**config.mk**
```make
export PLATFORM = sky130hd
export DESIGN_NAME = mem_arbiter_flat
export DESIGN_NICKNAME = d
export VERILOG_FILES = /design/src/rtl/mem_arbiter_if.sv /design/src/rtl/mem_arbiter.sv /design/src/flat_wrapper.sv
export SDC_FILE = /design/constraint.sdc
export NUM_CORES = 1
export LEC_CHECK = 0
export CORE_ASPECT_RATIO = 1.25
export CORE_MARGIN = 8
export CORE_UTILIZATION = 36
export CTS_BUF_LIST = sky130_fd_sc_hd__clkbuf_16
export DETAILED_ROUTE_END_ITERATION = 10
export GPL_TIMING_DRIVEN = 0
export PLACE_DENSITY_LB_ADDON = 0.1
export REMOVE_ABC_BUFFERS = 1
export SLEW_MARGIN = 20
export SYNTH_ARGS = -nofsm -noshare
export SYNTH_HDL_FRONTEND = slang
export SYNTH_SLANG_ARGS = --single-unit
```
**constraint.sdc**
```tcl
create_clock -name clk -period 1.4 [get_ports clk]
set_input_delay 0.21 -clock clk [delete_from_list [all_inputs] [get_ports clk]]
set_output_delay 0.21 -clock clk [all_outputs]
set_load 0.01 [all_outputs]
```
**src/rtl/mem_arbiter_if.sv**
```systemverilog
// Bus bundle between two requesters, the arbiter and a falling-edge RAM.
// The slave modport is the arbiter's view; the master modport is the requester/RAM side.
interface mem_arbiter_if #(
   parameter int DSIZE = 32,
   parameter int ASIZE = 20
);
   logic             m0_req;
   logic             m0_rnw;
   logic [ASIZE-1:0] m0_addr;
   logic [DSIZE-1:0] m0_wdata;
   logic             m0_ack;
   logic             m1_req;
   logic             m1_rnw;
   logic [ASIZE-1:0] m1_addr;
   logic [DSIZE-1:0] m1_wdata;
   logic             m1_ack;
   logic [DSIZE-1:0] rdata;
   logic [ASIZE-1:0] ram_address;
   logic [DSIZE-1:0] ram_din;
   logic             ram_rnw;
   logic             ram_cs_b;
   logic [DSIZE-1:0] ram_dout;

   modport slave (
      input  m0_req, m0_rnw, m0_addr, m0_wdata,
      input  m1_req, m1_rnw, m1_addr, m1_wdata,
      input  ram_dout,
      output m0_ack, m1_ack, rdata,
      output ram_address, ram_din, ram_rnw, ram_cs_b
   );

   modport master (
      output m0_req, m0_rnw, m0_addr, m0_wdata,
      output m1_req, m1_rnw, m1_addr, m1_wdata,
      output ram_dout,
      input  m0_ack, m1_ack, rdata,
      input  ram_address, ram_din, ram_rnw, ram_cs_b
   );
endinterface

```
**src/rtl/mem_arbiter.sv**
```systemverilog
// Two-port round-robin arbiter in front of a single-ported RAM clocked on the falling edge.
// Each access is IDLE/DONE -> ACCESS -> DONE; DONE may hand straight over to the other port.
module mem_arbiter #(
   parameter int DSIZE = 32,
   parameter int ASIZE = 20
) (
   input  logic          clk,
   input  logic          reset_b,
   mem_arbiter_if.slave  bus
);

   typedef enum logic [1:0] {
      IDLE   = 2'd0,
      ACCESS = 2'd1,
      DONE   = 2'd2
   } state_t;

   state_t           state;
   state_t           state_nxt;
   logic             gnt;
   logic             gnt_nxt;
   logic             grant;
   logic             last;
   logic [ASIZE-1:0] ram_address;
   logic [DSIZE-1:0] ram_din;
   logic             ram_rnw;
   logic             ram_cs_b;
   logic [DSIZE-1:0] rdata;

   always_ff @(posedge clk or negedge reset_b) begin
      if (!reset_b) state <= IDLE;
      else          state <= state_nxt;
   end

   // DONE only looks at the other port so a req still high from the port just served is ignored
   always_comb begin
      state_nxt = state;
      grant     = 1'b0;
      gnt_nxt   = gnt;
      case (state)
         IDLE: begin
            if (bus.m0_req && bus.m1_req) begin
               grant   = 1'b1;
               gnt_nxt = ~last;
            end else if (bus.m0_req) begin
               grant   = 1'b1;
               gnt_nxt = 1'b0;
            end else if (bus.m1_req) begin
               grant   = 1'b1;
               gnt_nxt = 1'b1;
            end
         end
         ACCESS: state_nxt = DONE;
         DONE: begin
            state_nxt = IDLE;
            if (gnt ? bus.m0_req : bus.m1_req) begin
               grant   = 1'b1;
               gnt_nxt = ~gnt;
            end
         end
         default: state_nxt = IDLE;
      endcase
      if (grant) state_nxt = ACCESS;
   end

   always_ff @(posedge clk or negedge reset_b) begin
      if (!reset_b) begin
         gnt         <= 1'b0;
         last        <= 1'b1;
         ram_cs_b    <= 1'b1;
         ram_rnw     <= 1'b1;
         ram_address <= '0;
         ram_din     <= '0;
         rdata       <= '0;
      end else if (grant) begin
         gnt         <= gnt_nxt;
         ram_cs_b    <= 1'b0;
         ram_address <= gnt_nxt ? bus.m1_addr  : bus.m0_addr;
         ram_din     <= gnt_nxt ? bus.m1_wdata : bus.m0_wdata;
         ram_rnw     <= gnt_nxt ? bus.m1_rnw   : bus.m0_rnw;
      end else if (state == ACCESS) begin
         // RAM has already presented its word on the falling edge inside ACCESS
         ram_cs_b <= 1'b1;
         last     <= gnt;
         if (ram_rnw) rdata <= bus.ram_dout;
      end
   end

   assign bus.m0_ack      = (state == DONE) && !gnt;
   assign bus.m1_ack      = (state == DONE) &&  gnt;
   assign bus.rdata       = rdata;
   assign bus.ram_address = ram_address;
   assign bus.ram_din     = ram_din;
   assign bus.ram_rnw     = ram_rnw;
   assign bus.ram_cs_b    = ram_cs_b;

endmodule

```
**src/flat_wrapper.sv**
```systemverilog
// flat-port wrapper written by rule: the top's interface ports become plain ports
module mem_arbiter_flat 
#(
   parameter int DSIZE = 32,
   parameter int ASIZE = 20
)
  (clk, reset_b, bus_m0_req, bus_m0_rnw, bus_m0_addr, bus_m0_wdata, bus_m1_req, bus_m1_rnw, bus_m1_addr, bus_m1_wdata, bus_ram_dout, bus_m0_ack, bus_m1_ack, bus_rdata, bus_ram_address, bus_ram_din, bus_ram_rnw, bus_ram_cs_b);
  mem_arbiter_if #(.DSIZE(DSIZE), .ASIZE(ASIZE)) bus_i ();
  input  logic clk;
  input  logic reset_b;
  input wire logic [$bits(bus_i.m0_req)-1:0] bus_m0_req;
  input wire logic [$bits(bus_i.m0_rnw)-1:0] bus_m0_rnw;
  input wire logic [$bits(bus_i.m0_addr)-1:0] bus_m0_addr;
  input wire logic [$bits(bus_i.m0_wdata)-1:0] bus_m0_wdata;
  input wire logic [$bits(bus_i.m1_req)-1:0] bus_m1_req;
  input wire logic [$bits(bus_i.m1_rnw)-1:0] bus_m1_rnw;
  input wire logic [$bits(bus_i.m1_addr)-1:0] bus_m1_addr;
  input wire logic [$bits(bus_i.m1_wdata)-1:0] bus_m1_wdata;
  input wire logic [$bits(bus_i.ram_dout)-1:0] bus_ram_dout;
  output wire logic [$bits(bus_i.m0_ack)-1:0] bus_m0_ack;
  output wire logic [$bits(bus_i.m1_ack)-1:0] bus_m1_ack;
  output wire logic [$bits(bus_i.rdata)-1:0] bus_rdata;
  output wire logic [$bits(bus_i.ram_address)-1:0] bus_ram_address;
  output wire logic [$bits(bus_i.ram_din)-1:0] bus_ram_din;
  output wire logic [$bits(bus_i.ram_rnw)-1:0] bus_ram_rnw;
  output wire logic [$bits(bus_i.ram_cs_b)-1:0] bus_ram_cs_b;
  assign bus_i.m0_req = bus_m0_req;
  assign bus_i.m0_rnw = bus_m0_rnw;
  assign bus_i.m0_addr = bus_m0_addr;
  assign bus_i.m0_wdata = bus_m0_wdata;
  assign bus_i.m1_req = bus_m1_req;
  assign bus_i.m1_rnw = bus_m1_rnw;
  assign bus_i.m1_addr = bus_m1_addr;
  assign bus_i.m1_wdata = bus_m1_wdata;
  assign bus_i.ram_dout = bus_ram_dout;
  assign bus_m0_ack = bus_i.m0_ack;
  assign bus_m1_ack = bus_i.m1_ack;
  assign bus_rdata = bus_i.rdata;
  assign bus_ram_address = bus_i.ram_address;
  assign bus_ram_din = bus_i.ram_din;
  assign bus_ram_rnw = bus_i.ram_rnw;
  assign bus_ram_cs_b = bus_i.ram_cs_b;
  mem_arbiter #(.DSIZE(DSIZE), .ASIZE(ASIZE)) u_core (.clk(clk), .reset_b(reset_b), .bus(bus_i));
endmodule
```
-- After elaboration in Yosys (flattened, before gate mapping)
Cells that the tools add are included.
W data, S select, Z words.
- register bits after elaboration: 90
- word-level logic and storage cells: 40
- bits of input ports: 142
- equal/unequal tests: 3
- muxes and demuxes: 18
- bitwise operators: 3
- reductions and logical operators: 8
- operators with widths (cell ; number):
    $mux W32 ; 1
    $mux W20 ; 1
    $mux W1 ; 12
    $pmux W1 S2 ; 2
    $pmux W2 S2 ; 1
    $logic_and A1 B1 Y1 ; 3
    $not A1 Y1 ; 3
    $reduce_and A3 Y1 ; 1
    $eq A2 B1 Y1 const B ; 1
    $eq A2 B2 Y1 const B ; 1
    $logic_not A2 Y1 ; 1
    $mux W2 ; 1
    $ne A2 B1 Y1 const B ; 1
    $reduce_and A2 Y1 ; 1
    $reduce_bool A2 Y1 ; 1
    $logic_not A1 Y1 ; 1

-- Longest topological paths before layout
- depth in word-level cells: 6
- mapped depth: 7
- mapped depth without buffers: 4

-- Worst setup path before layout
Ideal clock, no wire load.
- path kind: reg2reg
- from: register (tool-made name)
- to: register u_core.ram_address[10] (netlist: u_core.bus.ram_address[10])
- data arrival time: 1.454 ns
- buffers on the path: 2
- slack: -0.184 ns
- setup time: 0.130 ns
- stages on the path, launching flop included: 7
- clock period less this slack: 1.584 ns
- cell sequence: dfrtp_1 > and2b_4 > a21oi_2 > and2_1 > buf_6 > buf_8 > a31oi_2
- RTL lines (what ; RTL line ; text):
    end signal, assigned ; mem_arbiter.sv:78 ; ram_address <= gnt_nxt ? bus.m1_addr : bus.m0_addr;
    end, declared ; mem_arbiter.sv:24 ; logic [ASIZE-1:0] ram_address;

==> flow_metrics.env <==
export IMPL_synth_seq_area_share_pct=50.63
export IMPL_post_synth_num_cell_types=29
export IMPL_critical_path_required_ns=1.62
export IMPL_worst_path_max_fanout=7
export IMPL_synthCells=395
export IMPL_period_minus_slack_ns=1.637
export IMPL_intPower_mw=11.59
export IMPL_final_setup_viol_count=90
export IMPL_layout_common_cells="clkdlybuf4s50_1, dlygate4sd2_1, dfrtp_1"
export IMPL_multi_input_area_sq_mm=0.002434
export IMPL_fmax_mhz=610.8
export IMPL_finClkSkew_ns=0.007513
export IMPL_cp_arrival_ns=1.86
export IMPL_via_count=4585
export IMPL_areaGrowthSynthToFinish_pct=85.43
export IMPL_place_area_sq_mm=0.006974
export IMPL_gp_congestion=0.7318
export IMPL_hold_viol=0
export IMPL_grt_overflow=0
export IMPL_drive_gt1_share_pct=32.79
export IMPL_grt_pass1_vias=4819
export IMPL_worst_slack_ns=-0.2372
export IMPL_firstDrtPassIters=4
export IMPL_outcome="complete, but fails checks"
export IMPL_ir_worst_vdd_uv=961.7
export IMPL_antenna_cells=0
export IMPL_track_usage_pct=23.28
export IMPL_drc=0
export IMPL_drv_cap=0
export IMPL_synth_cell_area_sq_mm=0.004456
export IMPL_io_pins=230
export IMPL_rsz0062_at_grt="true"
export IMPL_synth_avg_cell_area_sq_um=11.28
export IMPL_final_cell_area_sq_mm=0.008262
export IMPL_core_area_sq_mm=0.01211
export IMPL_p_seq_share_pct=24.3
export IMPL_cts_tree="done"
export IMPL_seq_area_sq_mm=0.002263
export IMPL_wirelength_microns=19950
export IMPL_start_util_pct=36.81
export IMPL_antenna_found_initial=0
export IMPL_fp_dieW_microns=115.5
export IMPL_critPathKind="flop to flop"
export IMPL_insertion_delay_ns=0.35
export IMPL_p_sw_share_pct=41.02
export IMPL_clkPwrFrac_pct=12.2
export IMPL_pwr_share_comb_pct=63.5
export IMPL_slew_viol_final=0
export IMPL_leakagePower_nw=3.311
export IMPL_initialDrtViolationCount=155
export IMPL_rows=45
export IMPL_fill_cells=949
export IMPL_grt_start_max_net_pins=49
export IMPL_fin_crit_sh_pct=116.9
export IMPL_hold_slack_ns=0.3746
export IMPL_layout_commonest_cell="clkdlybuf4s50_1"
export IMPL_portBuffers=229
export IMPL_p_switching_mw=8.059
export IMPL_power_density_cell_area_mw_per_mm2=2378
export IMPL_die_h_microns=140.4
export IMPL_min_path_type="input port to asynchronous set/reset pin"
export IMPL_htreeDepth=3
export IMPL_end_kind="flop"
export IMPL_ys_warn_count=0
export IMPL_cts_buffer_depth=2
export IMPL_ys_ff_latch=90
export IMPL_hpwl_microns=11090
export IMPL_violations="negative setup slack"
export IMPL_pre_cts_ws_ns=-1.226
export IMPL_routedWlPerCell_microns=23.89
export IMPL_cts_buffers_inserted=9
export IMPL_cp_start_kind="flop"
export IMPL_clk_pin_slew_worst_paths_ns=0.06
export IMPL_tightest_slew_ns=0.4469
export IMPL_slew_headroom_pct=70.21
export IMPL_fin_nets=808
export IMPL_die_area_sq_mm=0.01621
export IMPL_ant_nets=0
export IMPL_root_buffer="clkbuf_16"
export IMPL_clock_sinks=90
export IMPL_via_per_inst=5.491
export IMPL_grt_pass1_wl_microns=28700
[final cells by class]
cell class / instances / area share, %
clock buffers: 9 / 2.726
clock inverters: 7 / 0.7269
multi-input cells: 275 / 29.46
flip-flops and latches: 90 / 27.40
well taps: 164 / 2.484
repair buffers: 290 / 37.21
[cell families (layout without fill, tap and decap cells)]
kind of cell,count (synthesis),count (layout),synth area share (%)
compound gates,165,172,27.72
buf+inv,42,306,5.588
flops,90,90,50.63
mux,33,33,8.340
simple gates,65,70,7.723
[worst max-delay path, cell delays in order, from the launching register on]
cell,delay (ns)
dfrtp_2,0.44
and2b_4,0.20
buf_6,0.13
a211o_4,0.36
clkbuf_16,0.21
nand3_1,0.10
a31oi_2,0.08
[power by group through the flow]
stage,sequential (mW),clock [mW],combinational [mW]
after global placement,4.66,0,8.09
after global routing,4.92,2.53,13.2
final,4.78,2.39,12.5
after detailed placement,4.82,0,9.69
after CTS,4.74,2.43,11.5
after floorplan,5.36,0,3.97
[registers in the layout (all words and copies together) (netlist names), named ones only]
signal and flops:
u_core.bus.rdata 32, u_core.bus.ram_address 20, u_core.last 1, u_core.bus.ram_rnw 1, u_core.state 2, u_core.bus.ram_din 32, u_core.bus.ram_cs_b 1
[final timing paths]
path,start,endpoint,slack [ns],depth (start not counted)
max,flop,u_core.bus.ram_din[28],-0.24,6
min,reset_b,u_core.bus.rdata[24],0.37,2
max reg2reg,flop,u_core.bus.ram_din[28],-0.24,6
min reg2reg,u_core.bus.rdata[7],u_core.bus.rdata[7],0.50,1
max in group asynchronous,reset_b,u_core.last,0.39,3
min in group clk,bus_m1_rnw,u_core.bus.ram_rnw,0.41,3
[metal layers]
metal,part of all wire [%],global-route usage [%],vias to the layer above,wire length (microns)
li1,-,-,2049,-
met1,38,26.05,2259,7509
met2,50,39.42,235,10000
met3,9.4,7.355,42,1877
met4,2.8,10.06,0,563
met5,0,0,-,0
[Yosys cell counts]
cell       count  area, sq um
clkbuf_1      16        60.06
nor2b_1        1        6.260
a21oi_2        1        8.760
dfstp_2        3        78.83
and2_1         1        6.260
a211o_1        1        8.760
o2111ai_2      1        15.01
o2111a_2       1        12.51
a31oi_1        5        31.28
buf_8          5        75.07
nand3_1       53        265.3
mux2_2        20        225.2
nand2b_4       1        13.76
buf_4          1        7.510
a21oi_1       53        265.3
dfrtp_1       87         2177
and3b_1        1        8.760
a21o_1         1        7.510
mux2_1        13        146.4
and2b_4        1        10.01
a31oi_2       48        600.6
buf_2         19        95.09
nand2_1        2        7.510
a211oi_4       1        20.02
o21ai_0       53        265.3
buf_6          1        11.26
and2b_1        1        7.510
nor3b_1        1        7.510
nor2_1         3        11.26
[per-stage QoR]
stage / total power [mW] / utilization [%] / setup TNS [ns] / instances
5_1_grt: 20.64 / 68.25 / -16.37 / 835
4_1_cts: 18.70 / 66.12 / -12.53 / 825
6_report: 19.65 / 68.25 / -13.70 / 835
3_3_place_gp: 12.76 / 55.38 / -578.64 / 746
2_1_floorplan: 9.335 / - / -155.62 / 353
3_5_place_dp: 14.51 / 57.61 / -79.00 / 757
[repair_timing]
action | 4_1_cts | 5_1_grt
buffers inserted | 37 | 5
setup endpoints to repair | 176 | 92
gates cloned | 14 | 5
gates resized for setup | 183 | 29
hold buffers | 1 | 0
endpoints found under the hold margin | 40 | 0
pin swaps | 19 | 7
Power figures use the tool's default switching activity.
